==> src/rtl/gate_access_ctrl_pkg.sv <==
// Shared types, default parameters and width helpers for the gate access controller.
// The optional PIN-entry timeout is enabled by defining GATE_TIMEOUT_EN.
package gate_access_ctrl_pkg;

  typedef enum logic [1:0] {
    IDLE     = 2'd0,
    WAIT_PIN = 2'd1,
    OPEN     = 2'd2,
    BLOCKED  = 2'd3
  } gate_state_t;

  localparam int unsigned DEF_PIN_WIDTH = 8;
  localparam int unsigned DEF_N_USERS   = 4;
  localparam int unsigned DEF_MAX_TRIES = 3;
  localparam int unsigned DEF_TIMEOUT   = 1024;

  // Ceiling log2; clog2(1) = 0.
  function automatic int unsigned clog2(input int unsigned value);
    int unsigned result;
    result = 0;
    for (int unsigned i = 0; i < 32; i++) begin
      if (64'(value) > (64'd1 << i)) result = i + 1;
    end
    return result;
  endfunction

  // Index width with a floor of one bit so a single-user table still has a port.
  function automatic int unsigned idx_width(input int unsigned n);
    return (clog2(n) == 0) ? 1 : clog2(n);
  endfunction

endpackage

==> src/rtl/gate_access_ctrl_pin_matcher.sv <==
// Combinational PIN lookup: reports whether pin is in the table and the lowest matching index.
// Part of gate_access_ctrl (GATE_TIMEOUT_EN has no effect here).
module pin_matcher
  import gate_access_ctrl_pkg::*;
#(
  parameter  int unsigned PIN_WIDTH = DEF_PIN_WIDTH,
  parameter  int unsigned N_USERS   = DEF_N_USERS,
  localparam int unsigned ID_W      = idx_width(N_USERS)
) (
  input  logic [PIN_WIDTH-1:0]         pin,
  input  logic [N_USERS*PIN_WIDTH-1:0] pin_table,
  output logic                         hit_c,
  output logic [ID_W-1:0]              idx_c
);

  // Ascending scan; the first hit locks out later entries.
  always_comb begin
    hit_c = 1'b0;
    idx_c = '0;
    for (int unsigned i = 0; i < N_USERS; i++) begin
      if (!hit_c && (pin_table[i*PIN_WIDTH +: PIN_WIDTH] == pin)) begin
        hit_c = 1'b1;
        idx_c = ID_W'(i);
      end
    end
  end

endmodule

==> src/rtl/gate_access_ctrl.sv <==
// Gate controller merging PIN verification, gate sequencing and tailgate blocking.
// Define GATE_TIMEOUT_EN to abort idle PIN sessions after TIMEOUT cycles.
module gate_access_ctrl
  import gate_access_ctrl_pkg::*;
#(
  parameter  int unsigned PIN_WIDTH = DEF_PIN_WIDTH,
  parameter  int unsigned N_USERS   = DEF_N_USERS,
  parameter  int unsigned MAX_TRIES = DEF_MAX_TRIES,
  parameter  int unsigned TIMEOUT   = DEF_TIMEOUT,
  localparam int unsigned ID_W      = idx_width(N_USERS)
) (
  input  logic                         clk,
  input  logic                         rst,
  input  logic                         arrive_sensor,
  input  logic                         leave_sensor,
  input  logic                         enter,
  input  logic [PIN_WIDTH-1:0]         pin,
  input  logic [N_USERS*PIN_WIDTH-1:0] pin_table,
  output logic                         gate_open,
  output logic                         gate_close,
  output logic                         gate_block,
  output logic                         pin_alarm,
  output logic                         block_alarm,
  output logic [ID_W-1:0]              user_id
);

  localparam int unsigned TRY_W = clog2(MAX_TRIES + 1);

  gate_state_t      state, state_nxt;
  logic [TRY_W-1:0] tries, tries_nxt, tries_inc;
  logic             enter_q, enter_ev;
  logic             hit_c;
  logic [ID_W-1:0]  idx_c;
  logic             pin_alarm_nxt;
  logic [ID_W-1:0]  user_id_nxt;

`ifdef GATE_TIMEOUT_EN
  localparam int unsigned TMR_W = clog2(TIMEOUT + 1);
  logic [TMR_W-1:0] timer, timer_nxt;
`else
  // TIMEOUT is inert without the timer.
  if (TIMEOUT == 0) begin : g_timeout_unused
  end
`endif

  pin_matcher #(
    .PIN_WIDTH (PIN_WIDTH),
    .N_USERS   (N_USERS)
  ) u_pin_matcher (
    .pin       (pin),
    .pin_table (pin_table),
    .hit_c     (hit_c),
    .idx_c     (idx_c)
  );

  assign enter_ev  = enter & ~enter_q;
  assign tries_inc = (tries == TRY_W'(MAX_TRIES)) ? tries : tries + TRY_W'(1);

  // Next-state, attempt accounting and user latch.
  always_comb begin
    state_nxt     = state;
    tries_nxt     = tries;
    pin_alarm_nxt = pin_alarm;
    user_id_nxt   = user_id;
`ifdef GATE_TIMEOUT_EN
    timer_nxt     = '0;
`endif
    unique case (state)
      IDLE: begin
        if (arrive_sensor) begin
          state_nxt = WAIT_PIN;
          tries_nxt = '0;
        end
      end
      WAIT_PIN: begin
        if (enter_ev && hit_c) begin
          state_nxt     = OPEN;
          tries_nxt     = '0;
          pin_alarm_nxt = 1'b0;
          user_id_nxt   = idx_c;
        end else if (enter_ev) begin
          tries_nxt     = tries_inc;
          pin_alarm_nxt = pin_alarm | (tries_inc == TRY_W'(MAX_TRIES));
        end
`ifdef GATE_TIMEOUT_EN
        else if (timer == TMR_W'(TIMEOUT - 1)) begin
          state_nxt = IDLE;
          tries_nxt = '0;
        end else begin
          timer_nxt = timer + TMR_W'(1);
        end
`endif
      end
      OPEN: begin
        if (leave_sensor) state_nxt = arrive_sensor ? BLOCKED : IDLE;
      end
      BLOCKED: begin
        if (enter_ev && hit_c) begin
          state_nxt     = IDLE;
          tries_nxt     = '0;
          pin_alarm_nxt = 1'b0;
          user_id_nxt   = idx_c;
        end else if (enter_ev) begin
          tries_nxt     = tries_inc;
          pin_alarm_nxt = pin_alarm | (tries_inc == TRY_W'(MAX_TRIES));
        end
      end
      default: state_nxt = IDLE;
    endcase
  end

  // Registered Moore outputs decoded from the next state.
  always_ff @(posedge clk or posedge rst) begin
    if (rst) begin
      state       <= IDLE;
      tries       <= '0;
      enter_q     <= 1'b0;
      gate_open   <= 1'b0;
      gate_close  <= 1'b1;
      gate_block  <= 1'b0;
      pin_alarm   <= 1'b0;
      block_alarm <= 1'b0;
      user_id     <= '0;
`ifdef GATE_TIMEOUT_EN
      timer       <= '0;
`endif
    end else begin
      state       <= state_nxt;
      tries       <= tries_nxt;
      enter_q     <= enter;
      gate_open   <= (state_nxt == OPEN);
      gate_close  <= (state_nxt != OPEN);
      gate_block  <= (state_nxt == BLOCKED);
      pin_alarm   <= pin_alarm_nxt;
      block_alarm <= (state_nxt == BLOCKED);
      user_id     <= user_id_nxt;
`ifdef GATE_TIMEOUT_EN
      timer       <= timer_nxt;
`endif
    end
  end

endmodule

==> config.mk <==
export PLATFORM = sky130hd
export DESIGN_NAME = gate_access_ctrl
export DESIGN_NICKNAME = d
export VERILOG_FILES = /design/src/rtl/gate_access_ctrl_pkg.sv /design/src/rtl/gate_access_ctrl_pin_matcher.sv /design/src/rtl/gate_access_ctrl.sv
export SDC_FILE = /design/constraint.sdc
export NUM_CORES = 1
export LEC_CHECK = 0
export CAP_MARGIN = 15
export CORE_ASPECT_RATIO = 1.75
export CORE_MARGIN = 5
export CORE_UTILIZATION = 38
export DETAILED_ROUTE_END_ITERATION = 8
export DONT_BUFFER_PORTS = 1
export GPL_TIMING_DRIVEN = 0
export PLACE_DENSITY_LB_ADDON = 0.12
export SETUP_SLACK_MARGIN = 0.1
export SLEW_MARGIN = 20
export SYNTH_ARGS = -nofsm -noshare
export SYNTH_HDL_FRONTEND = slang
export SYNTH_HIERARCHICAL = 1
export SYNTH_SLANG_ARGS = --single-unit
export TNS_END_PERCENT = 100
==> constraint.sdc <==
create_clock -name clk -period 1.05 [get_ports clk]
set_clock_uncertainty 0.15 [all_clocks]
set_input_delay 0.21 -clock clk [delete_from_list [all_inputs] [get_ports clk]]
set_output_delay 0.21 -clock clk [all_outputs]
set_load 0.1 [all_outputs]
; After elaboration in Yosys (flattened, before gate mapping)
; Cells that the tools add are included.
; Widths: inputs -> output; s select.
[totals]
regBits = 11
input_bits = 45
out_inout_bits = 7
word_cells = 60
[op_classes]
n_addsub = 1
n_eq_ne = 14
n_mux = 20
bitwise_logic = 3
reduce_logical = 14
[op_table]
columns = op, n
row1 = $eq 8x8->1, 4
row2 = $mux 2, 11
row3 = $eq 2x2->1 const B, 6
row4 = $pmux 2 s4, 1
row5 = $mux 1, 7
row6 = $logic_and 1x1->1, 4
row7 = $ne 2x2->1 const B, 2
row8 = $pmux 2 s2, 1
row9 = $reduce_and 2->1, 2
row10 = $reduce_bool 2->1, 2
row11 = $logic_not 1->1, 3
row12 = $ne 3x1->1 const B, 1
row13 = $reduce_and 3->1, 1
row14 = $add 2x1->2 const B, 1
row15 = $eq 2x1->1 const B, 1
row16 = $logic_not 2->1, 1
row17 = $reduce_or 2->1, 1
row18 = $and 1x1->1, 1
row19 = $not 1->1, 1
row20 = $or 1x1->1, 1

; Longest topological paths before layout
; Gate-level depths: netlist (run 1).
[depth]
word_depth = 15
depth_mapped = 7
mapped_depth_nobuf = 7

; Hierarchy
; The synthesis (run 1) kept the hierarchy.
[modules_own_cells]
columns = module, n_inst, cells_per_inst, area_each_um2
row1 = gate_access_ctrl, 1, 39, 476.7
row2 = pin_matcher, 1, 49, 409.1

; Least setup slack after synthesis (run 1)
; OpenSTA, ideal clock, no wires.
[synth_path]
kind = in2reg
from = in pin_table[9]
to = reg user_id[0]
setup_time_ps = 125
arrival_time_ps = 1501
required_ps = 775
setup_slack_ps = -726
stages = 6
path_cell_list = xor2_1 nor4_1 nand2_1 nand4_1 nand4b_4 mux2_4
[synth_between]
elab_chain_cells = 11
elab_cells_between_ends = 14
[synth_rtl]
columns = item, line_no
row1 = "start, declared", gate_access_ctrl.sv:18  ; input logic [N_USERS*PIN_WIDTH-1:0] pin_table,
row2 = $eq 8x8->1 *, gate_access_ctrl_pin_matcher.sv:21  ; if (!hit_c && (pin_table[i*PIN_WIDTH +: PIN_WIDTH] == pin)) begin
row3 = $logic_and 1x1->1 *, gate_access_ctrl_pin_matcher.sv:21
row4 = $mux 1 *, gate_access_ctrl_pin_matcher.sv:21
row5 = $logic_not 1->1, gate_access_ctrl_pin_matcher.sv:21
row6 = $logic_and 1x1->1, gate_access_ctrl_pin_matcher.sv:21
row7 = $mux 1 *, gate_access_ctrl_pin_matcher.sv:21
row8 = $logic_not 1->1, gate_access_ctrl_pin_matcher.sv:21
row9 = $logic_and 1x1->1, gate_access_ctrl_pin_matcher.sv:21
row10 = $mux 1 *, gate_access_ctrl_pin_matcher.sv:21
row11 = named net hit_c, gate_access_ctrl.sv:32  ; logic hit_c;
row12 = $logic_and 1x1->1 *, "gate_access_ctrl.sv:76, gate_access_ctrl.sv:98"
row13 = $reduce_and 2->1 (no source line) *, --
row14 = "end signal, assigned", gate_access_ctrl.sv:136  ; user_id <= user_id_nxt;
row15 = "end, declared", gate_access_ctrl.sv:24  ; output logic [ID_W-1:0] user_id
; Mark *: on every way through the listed nets, which the timed path passes. The rest lies on a longest branch.
; A chain may end at the register's enable or synchronous reset.

; Final worst setup path (run 1)
[layout_path]
from = in pin[2]
to = reg user_id[1]
[layout_between]
elab_chain_cells = 13
elab_cells_between_ends = 18
[layout_rtl]
columns = item, line_no
row1 = "start, declared", gate_access_ctrl.sv:17  ; input logic [PIN_WIDTH-1:0] pin,
row2 = $eq 8x8->1, gate_access_ctrl_pin_matcher.sv:21
row3 = $mux 1, gate_access_ctrl_pin_matcher.sv:21
row4 = $logic_not 1->1, gate_access_ctrl_pin_matcher.sv:21
row5 = $logic_and 1x1->1, gate_access_ctrl_pin_matcher.sv:21
row6 = $mux 1, gate_access_ctrl_pin_matcher.sv:21
row7 = $logic_not 1->1, gate_access_ctrl_pin_matcher.sv:21
row8 = $logic_and 1x1->1, gate_access_ctrl_pin_matcher.sv:21
row9 = $mux 1, gate_access_ctrl_pin_matcher.sv:21
row10 = $logic_not 1->1, gate_access_ctrl_pin_matcher.sv:21
row11 = $logic_and 1x1->1, gate_access_ctrl_pin_matcher.sv:21
row12 = $mux 1 *, gate_access_ctrl_pin_matcher.sv:21
row13 = named net hit_c, gate_access_ctrl.sv:32
row14 = $logic_and 1x1->1 *, "gate_access_ctrl.sv:76, gate_access_ctrl.sv:98"
row15 = $reduce_and 2->1 (no source line) *, --
; Marked as above.

==> summary.md, run 1 <==
| Metric | Value |
|---|---|
| Final Critical Period | `1.53 ns` |
| Die area | `3430 sq um` |
| Number of endpoints failing setup at the final stage | `17` |
| Number of inserted diodes | `0` |
| Kind of launch point of the worst setup path | `input pin` |
| Global-route congestion overflow total | `0` |
| Cells after Synth | `88` |
| Post-layout nets | `153` |
| Static power due to leakage | `0.000461 uW` |
| Count of TritonRoute iterations in the first routing pass | `2` |
| Area Overhead vs Synth | `39.3%` |
| RSZ-0062 raised after global routing | `yes` |
| Core box area | `2270 sq um` |
| Distinct cells, synth | `27` |
| Initial core utilization | `39.0%` |
| Routability congestion estimate | `about 0.76` |
| Number of levels in the clock H-tree | `1` |
| Routed length per instance | `17.7 um` |
| Via Count | `730` |
| Highest ir drop seen on vdd | `0.584 mV` |
| Fin. Hold Viols | `0` |
| Clk pin slew, worst setup/hold paths | `0.05 ns` |
| Reg power frac | `45.4%` |
| Power, Total | `1680 uW` |
| Vert. Die Dim | `approximately 74 um` |
| Number of port buffers | `0` |
| Share of total power in combinational logic | `30.3%` |
| Fmax | `approximately 650 MHz` |
| Clock Tree Root | `clkbuf_8` |
| Latest clock arrival within the worst-skew pair | `0.23 ns` |
| Number of flip-flops and latches in the synthesized netlist | `11` |
| Largest net degree at the start of global routing | `12` |
| Syn nets | `133` |
| Post-detailed-placement half-perimeter wirelength | `about 1700 um` |
| Number of pins with negative max-slew slack in the final report | `0` |
| Critical Path Sink Type | `flip-flop` |
| Clk network pwr share | `24.3%` |
| Number of nets with antenna violations after detailed routing | `0` |
| Placed cell areas | `965 sq um` |
| Fill count | `216` |
| Total power divided by cell area | `around 1400 nW/um^2` |
| Worst hold margin | `0.0258 ns` |
| Number of placement rows | `23` |
| Num Clock Sinks | `11` |
| Max Root-Sink Buffers | `2` |
| Data required time at the worst endpoint | `1.02 ns` |
| Net switching component of the power | `653 uW` |
| Worst hold path type | `in2reg` |
| Maximum capacitance violations | `0` |
| Category of the most critical setup path | `in2reg` |
| DRC marker count from the first detailed-route iteration | `2` |
| Floorplan die width | `about 47 um` |
| Initial antenna violation count | `0` |
| Total global routing track utilization | `between 10% and 20%` |
| Worst slew margin | `roughly 79%` |
| DR DRC count | `0` |
| Critical-path maximum fanout | `6` |
| Post-synthesis average cell area | `about 10 sq um` |
| Signal arrival time at the worst endpoint | `roughly 1.5 ns` |
| Non-filler cells in the finished layout | `about 130` |
| Total wire length after detailed routing | `2340 um` |
| Global-route wire length before repair | `around 3700 um` |
| Int Pwr | `just over 1000 uW` |
| Vias in the first global route | `between 800 and 900` |
| Slack of the critical path | `-0.481 ns` |
| Proportion of synthesized chip area in sequential cells | `31.2%` |
| Share of cells above drive strength 1 | `40.2%` |
| Switching power share of the total | `38.9%` |
| Ratio of routed vias to standard cells | `~5.5` |
| CTS tree | `built` |
| Total non-filler cell area in the finished layout | `between 1000 and 1500 sq um` |
| CTS buffer count | `3` |
| Status | `finished, violations left` |
| Measured slew at the worst slew-check pin | `about 0.32 ns` |
| IO Pins | `52` |
| Number of placed cells counting well taps | `around 110` |
| Cell Area, Synth | `886 sq um` |
| Violations in the final reports | `negative setup slack` |
| Warning count from the yosys run | `6` |
| Period utilisation layout | `146%` |
==> final timing paths <==
path	start	end	slack, ns	depth (start not counted)
min in group asynchronous	rst	block_alarm	0.25	2
min	arrive_sensor	block_alarm	0.03	2
min reg2reg	tries[1]	tries[1]	0.40	2
max	pin[2]	user_id[1]	-0.48	6
max reg2reg	state[0]	user_id[1]	-0.21	2
max in group asynchronous	rst	gate_close	0.26	2
==> per-layer routing <==
metal  routed length [um]  global-route usage [%]
met3                  197                    3.19
met5                    0                       0
met2                 1360                    26.8
met4                   71                    9.49
met1                  708                    13.7
==> state kept, by name, indices dropped and copies added, names as in the netlist <==
register     flops
tries            2
gate_close       1
block_alarm      1
user_id          2
pin_alarm        1
enter_q          1
gate_open        1
state            2
==> critical path, stage by stage <==
cell and delay [ns]:
xor2_2 0.16, nor4_4 0.33, nand2_1 0.11, nand4_1 0.17, nand4b_4 0.17, mux2_4 0.33
==> synth_stat cells <==
master	instances	area [sq um]
a21boi_0	1	7.51
a21oi_1	4	20.0
a221oi_2	1	15.0
and2_1	1	6.26
and3b_2	1	10.0
buf_4	1	7.51
dfrtp_1	10	250
dfstp_2	1	26.3
inv_1	3	11.3
mux2_4	2	30.0
nand2_1	5	18.8
nand2b_1	3	18.8
nand3b_1	3	22.5
nand4_1	3	18.8
nand4b_4	1	23.8
nor2_1	1	3.75
nor4_1	4	25.0
nor4_2	1	12.5
nor4_4	1	21.3
o211ai_1	1	7.51
o21ai_0	4	20.0
o22ai_1	1	6.26
o311ai_0	1	8.76
or2_1	1	6.26
or2b_1	1	7.51
xnor2_1	8	70.1
xor2_1	24	210
==> placed cells by master (no fill, tap or decap), types with 2 or more instances in the layout <==
| master | count |
|---|---|
| xnor2_1 | 8 |
| nand2_1 | 5 |
| dfrtp_1 | 5 |
| mux2_4 | 2 |
| xor2_1 | 19 |
| nor4_2 | 2 |
| buf_4 | 12 |
| dfrtp_4 | 5 |
| a21oi_1 | 3 |
| o21ai_1 | 2 |
| dlygate4sd3_1 | 2 |
| nand2b_1 | 3 |
| xor2_2 | 4 |
| nor4_4 | 4 |
| nand4_1 | 3 |
| nand3b_1 | 3 |
| inv_1 | 2 |
| clkbuf_8 | 3 |
==> what timing repair did <==
| item | 4_1_cts | 5_1_grt |
|---|---|---|
| cloned | 0 | 0 |
| hold buffers | 2 | 0 |
| buffers inserted | 12 | 1 |
| setup endpoints to repair | 17 | 23 |
| resized for setup | 9 | 10 |
| pin swaps | 7 | 10 |
| hold endpoints to repair | 11 | 0 |
==> final cells by class <==
class | count | area [sq um] | area share [%]
Multi-Input combinational cell | 73 | 702 | 56.9
Timing Repair Buffer | 15 | 121 | 9.84
Inverter | 3 | 15.0 | 1.22
Tap cell | 25 | 31.3 | 2.54
Buffer | 1 | 20.0 | 1.62
Sequential cell | 11 | 299 | 24.2
Clock buffer | 4 | 45.0 | 3.65
==> cells by family after synthesis <==
logic type      synth area share, %
flops                          31.2
simple gates                   22.0
xor+xnor                       31.6
mux                            3.39
compound gates                 9.61
buf+inv                        2.12
==> power groups by stage <==
stage	sequential, uW	combinational [uW]	clock [uW]
final	763	510	408
after floorplan	738	386	0
after global routing	781	553	439
after detailed placement	760	430	0
after CTS	759	487	426
after global placement	760	425	0
==> metrics by stage <==
stage | util [%] | setup TNS [ns] | setup slack, ns
after floorplan | - | -4.98 | -0.642
after global placement | 42.4 | -7.10 | -0.848
after detailed placement | 42.4 | -7.16 | -0.848
after CTS | 51.3 | -5.54 | -0.494
after global routing | 54.3 | -6.16 | -0.543
final | 54.3 | -5.33 | -0.481
Note: power is estimated with default switching activity, not from simulation.
==> run 2, diff against run 1 <==
Settings changed: CELL_PAD_IN_SITES_DETAIL_PLACEMENT set to 2, CELL_PAD_IN_SITES_GLOBAL_PLACEMENT set to 2, CORE_ASPECT_RATIO 1.75 to 1.1, CORE_UTILIZATION 38 to 30.
==> summary.md, run 2 (synthesis results as in run 1) <==
| Metric | Value |
|---|---|
| Global-route wire length before repair | `3970 um (+7.7%)` |
| Final core utilization | `42.4% (-12 points)` |
| RSZ-0062 raised after global routing | `yes` |
| Period utilisation layout | `145% (-0.96 points)` |
| Ratio of routed vias to standard cells | `5.19 (-6.2%)` |
| Routability congestion estimate | `0.688 (-9.1%)` |
| Fmax | `658 MHz (+0.66%)` |
| Total power divided by cell area | `1320 nW/um^2 (-3.0%)` |
| Post-layout nets | `152 (-0.65%)` |
| Hold-critical path endpoint | `state[1]` |
| Total wire length after detailed routing | `2520 um (+7.7%)` |
| Number of levels in the clock H-tree | `1 (unchanged)` |
| Critical-path maximum fanout | `6 (unchanged)` |
| Maximum capacitance violations | `0 (unchanged)` |
| Final Critical Period | `1.52 ns (-0.0101 ns)` |
| Routed length per instance | `18.1 um (+2.2%)` |
| Global-route congestion overflow total | `0 (unchanged)` |
| Latest clock arrival within the worst-skew pair | `0.26 ns (+0.03 ns)` |
| Kind of launch point of the worst setup path | `input pin` |
| Worst Reg-to-Reg Cells | `3 (+1)` |
| Data required time at the worst endpoint | `1.05 ns (+0.03 ns)` |
| Setup slack after placement | `-0.889 ns (-0.0404 ns)` |
| DR DRC count | `0 (unchanged)` |
| Area Overhead vs Synth | `34.2%` |
| Static power due to leakage | `0.000444 uW (-3.6%)` |
| Vert. Die Dim | `67.0 um (-9.3%)` |
| Share of cells above drive strength 1 | `39.6% (-0.56 points)` |
| Category of the most critical setup path | `in2reg` |
| Largest net degree at the start of global routing | `12 (unchanged)` |
| CTS buffer count | `3 (unchanged)` |
| CTS tree | `built` |
| Number of port buffers | `0 (unchanged)` |
| Number of endpoints failing setup at the final stage | `17 (unchanged)` |
| Initial core utilization | `31.6% (-7.4 points)` |
| Violations in the final reports | `negative setup slack` |
| Signal arrival time at the worst endpoint | `1.52 ns (+0.02 ns)` |
| Post-detailed-placement half-perimeter wirelength | `1980 um (+14%)` |
| Most frequent cells in the layout | `22 x xor2_1, 9 x buf_4, 7 x xnor2_1, 5 x dfrtp_4` |
| Slack of the critical path | `-0.471 ns (+0.0101 ns)` |
| Status | `finished, violations left` |
| Measured slew at the worst slew-check pin | `0.331 ns (+0.00820 ns)` |
| Core box area | `2800 sq um (+23%)` |
| Top flop regs | `state (2), tries (2), user_id (2)` |
| Floorplan die width | `61.8 um (+33%)` |
| Worst hold margin | `0.0289 ns (+0.00312 ns)` |
| Number of stages on the worst hold path | `2 (unchanged)` |
| Number of inserted diodes | `0 (unchanged)` |
| Number of pins with negative max-slew slack in the final report | `0 (unchanged)` |
| Clock Tree Root | `clkbuf_4` |
| R2r endpoint | `tries[1]` |
| Setup slack, reg-to-reg | `-0.19 ns (+0.02 ns)` |
| CP startpoint | `pin[2]` |
| Vias in the first global route | `865 (+1.1%)` |
| Via Count | `721 (-1.2%)` |
| Total global routing track utilization | `13.1% (-1.6 points)` |
| Fin. Hold Viols | `0 (unchanged)` |
| Number of nets with antenna violations after detailed routing | `0 (unchanged)` |
| IO Pins | `52 (unchanged)` |
| Die area | `4140 sq um (+21%)` |
| Count of TritonRoute iterations in the first routing pass | `3 (+1)` |
| Worst hold path startpoint | `arrive_sensor` |
| Highest ir drop seen on vdd | `1.26 mV (+120%)` |
| Num Clock Sinks | `11 (unchanged)` |
| Critical Path Sink Type | `flip-flop` |
| DRC marker count from the first detailed-route iteration | `4 (+2)` |
| Launching point of the worst reg2reg path | `state[0]` |
| Initial antenna violation count | `0 (unchanged)` |
| Worst slew margin | `77.7% (-0.83 points)` |
| Number of placement rows | `20 (-13%)` |
| Most frequent standard cell in the layout excluding fill and tap cells | `xor2_1` |
| Max Root-Sink Buffers | `2 (unchanged)` |
| Clk pin slew, worst setup/hold paths | `0.07 ns (+0.02 ns)` |
| Worst hold path type | `in2reg` |
[run 2: changes by cell type in the layout (fill, tap and decap cells not counted), moves of 3 or more]
cell / before / now
buf_4: 12 / 9
xor2_1: 19 / 22
clkbuf_8: 3 / 0
clkbuf_4: 0 / 3
[run 2: final cells by class]
| class | instances | area, sq um |
|---|---|---|
| fill | 303 | 1610 |
| buffer | 1 | 20.0 |
| tap | 33 | 41.3 |
| multi-input combinational | 73 | 667 |
| sequential | 11 | 300 |
| inverter | 3 | 15.0 |
| clock buffer | 4 | 26.3 |
| timing repair buffer | 14 | 119 |
[run 2: where the power goes]
| group | internal [uW] | leakage (uW) | switching (uW) | total (uW) |
|---|---|---|---|---|
| combinational | 241 | 0.000305 | 274 | 515 |
| clock | 147 | 0.0000150 | 138 | 285 |
| sequential | 523 | 0.000124 | 249 | 772 |
| total | 911 | 0.000444 | 661 | 1570 |
[run 2: worst max path at each step]
stage / end / slack, ns / depth (start not counted)
floorplan: user_id[1] / -0.64 / 6
global placement: user_id[1] / -0.89 / 6
detailed placement: user_id[1] / -0.89 / 6
CTS: user_id[0] / -0.47 / 6
global route: user_id[1] / -0.53 / 6
finish: user_id[0] / -0.47 / 6
[run 2: worst max-delay path: stages]
cell and delay (ns):
xor2_1 0.15, nor4_2 0.35, nand2_1 0.13, nand4_1 0.18, nand4b_4 0.18, mux2_4 0.33
[run 2: timing repair]
action                                  4_1_cts  5_1_grt
buffers inserted                              6        4
hold endpoints to repair                     13        0
pin swaps                                     7        9
endpoints found under the setup margin       17       23
cloned                                        0        0
gates resized for setup                       7       11
hold buffers                                  4        0
[run 2: metrics by stage]
stage / area, sq um / TNS (ns) / power [uW] / std cells
after floorplan: 933 / -4.98 / 1120 / 88
after global placement: 975 / -7.52 / 1190 / 121
after detailed placement: 975 / -7.62 / 1210 / 121
after CTS: 1110 / -5.54 / 1540 / 135
after global routing: 1190 / -6.54 / 1670 / 139
final: 1190 / -5.63 / 1570 / 139
[run 2: per-layer routing]
layer	part of all wire [%]	GRT usage (%)	wire (um)
met1	34	12.4	845
met2	54	24.0	1360
met3	11	4.84	281
met4	1.1	6.37	27
met5	0	0	0
==> run 3, diff against run 2 <==
Settings changed: HOLD_SLACK_MARGIN set to 0.02.
==> results of run 3 <==
Same layout as run 2: the final DEF is identical, and so are final timing and power.
==> patch, RTL diff (flow settings as in run 2) <==
The package constant `DEF_PIN_WIDTH` goes from 8 to 12.
--- a/src/rtl/gate_access_ctrl_pkg.sv
+++ b/src/rtl/gate_access_ctrl_pkg.sv
@@ -9,7 +9,7 @@
     BLOCKED  = 2'd3
   } gate_state_t;
 
-  localparam int unsigned DEF_PIN_WIDTH = 8;
+  localparam int unsigned DEF_PIN_WIDTH = 12;
   localparam int unsigned DEF_N_USERS   = 4;
   localparam int unsigned DEF_MAX_TRIES = 3;
   localparam int unsigned DEF_TIMEOUT   = 1024;
Interface: changed (resized pin and pin_table); port bits go from 52 to 72. The function was not compared with the original's and may differ.
==> patch against run 2 <==
- cell area is 10% higher
- worst hold slack worse by 0.055 ns
- sequential share of layout area fell by 2.4 points
- the flow finishes with violations (negative hold slack, negative setup slack)
- total power is 30% lower
- wire length rose by 16%
- critical path type unchanged
- global-route usage shrank 0.14 points
- sequential cell count unchanged
- highest routed layer unchanged
- area after synthesis grew 19%
- clock power fell by 2%
- critical path depth up 1
- worst setup slack got worse by 0.034 ns
==> patch: results <==
status:
  status: "complete, but fails checks"
  failed_checks: "negative hold slack, negative setup slack"
yosys:
  synthTopCellsByCount: "xnor2_1, xor2_1, dfrtp_1"
  syn_avg_cell_area_sq_um: 9.68
  synthTopCellsByArea: "xnor2_1, dfrtp_1, xor2_1"
  synthFlopType: "dfrtp_1"
  ys_seq_area_frac: 0.262
  async_flop_share: 1.00
sta:
  setup_tns_ns: -5.95
  hold_viol: 1
  setup_ws_ns: -0.504
  whs_ns: -0.0264
  worstMarginPinSlew_ns: 0.321
  setup_viol: 17
route:
  firstDrtPassIters: 2
  wirelength_microns: 2930
  drt_first_iter_violations: 6
  vias_per_cell: 4.94
critical_path:
  regToRegSetupSlack_ns: -0.24
  slowest_delay_ns: 0.33
  reg2regPathDepth: 2
  crit_fanout: 6
  slowest_stage: "mux2_4"
  arrival_ns: 1.55
  path_delay_family: "simple AND/OR/NAND/NOR gates"
  startpoint: "pin_table[26]"
  reg2reg_from: "state[0]"
clock_tree:
  h-tree-depth: 1
  clkTransAtPathRegs_ns: 0.06
  postCtsHoldBufs: 2
  ctsRootBufferMaster: "clkbuf_4"
  numCtsBuffers: 3
  clock_latency_ns: 0.26
global_routing:
  grt_pass1_vias: 1059
  grt_pass1_wl_microns: 4860
  grt_max_degree: 12
  antenna_found_initial: 0
  track_usage: 0.130
final_layout:
  diodes: 0
  drive_above_1_share: 0.306
  fin_cells: 169
  reg_top3: "state (2), tries (2), user_id (2)"
  nNetsFinal: 187
  fillers: 386
power_and_ir_drop:
  p_switching_mw: 0.318
  max-vdd-ir-drop_mv: 0.270
  p_leak_nw: 0.446
place:
  dp_hpwl_microns: 2620
  place_congestion: 0.674
  dp_cells: 157
  place_area_sq_um: 1160
==> patch: repair_timing <==
| action | 4_1_cts | 5_1_grt |
|---|---|---|
| resized for setup | 4 | 11 |
| hold endpoints to repair | 12 | 1 |
| setup buffers | 4 | 2 |
| pin swaps | 4 | 7 |
| setup endpoints to repair | 17 | 24 |
==> patch: worst min path at each step <==
stage	slack, ns	end	cells after the start
after floorplan	-0.09	enter_q	1
after global placement	-0.03	enter_q	1
after detailed placement	-0.02	pin_alarm	1
after CTS	-0.02	block_alarm	2
after global routing	-0.01	block_alarm	2
final	-0.03	block_alarm	2
==> patch: cells by family after synthesis <==
family                 Yosys count  synth area share
multiplexers                     2            0.0285
AND/OR/NAND/NOR                 33             0.234
buffers and inverters            4            0.0178
AO/OA/AOI/OAI                   11            0.0593
flip-flops                      11             0.262
XOR/XNOR                        48             0.399
==> patch: power by group through the flow <==
stage,Sequential [mW],Combinational [mW],Clock (mW)
floorplan,0.519,0.243,0
global route,0.527,0.338,0.327
CTS,0.521,0.303,0.293
finish,0.521,0.305,0.278
detailed placement,0.530,0.285,0
global placement,0.528,0.274,0
==> patch: layout make-up <==
class / count / area share
inverters: 3 / 0.0115
well taps: 48 / 0.0459
flip-flops and latches: 11 / 0.228
multi-input cells: 94 / 0.626
plain buffers: 1 / 0.0153
repair buffers: 8 / 0.0526
clock buffers: 4 / 0.0201
==> patch: layer usage <==
metal | vias up | global-route usage | wire [microns]
li1 | 397 | - | -
met1 | 396 | 0.127 | 942
met2 | 40 | 0.252 | 1690
met3 | 2 | 0.0511 | 276
met4 | 0 | 0.0271 | 23
met5 | - | 0 | 0
==> patch: worst register-to-register path, stage by stage, from the launching register on <==
cell      delay [ns]
dfrtp_1         0.50
nand4b_4        0.19
mux2_4          0.33
==> patch: metrics by stage <==
stage          hold WS [ns]  utilization  power (mW)  worst slack (ns)
2_1_floorplan       -0.0882            -       0.762            -0.619
3_3_place_gp        -0.0270        0.345       0.802            -0.960
3_5_place_dp        -0.0208        0.345       0.814            -0.954
4_1_cts             -0.0204        0.375        1.12            -0.536
5_1_grt             -0.0144        0.390        1.19            -0.587
6_report            -0.0264        0.390        1.10            -0.504
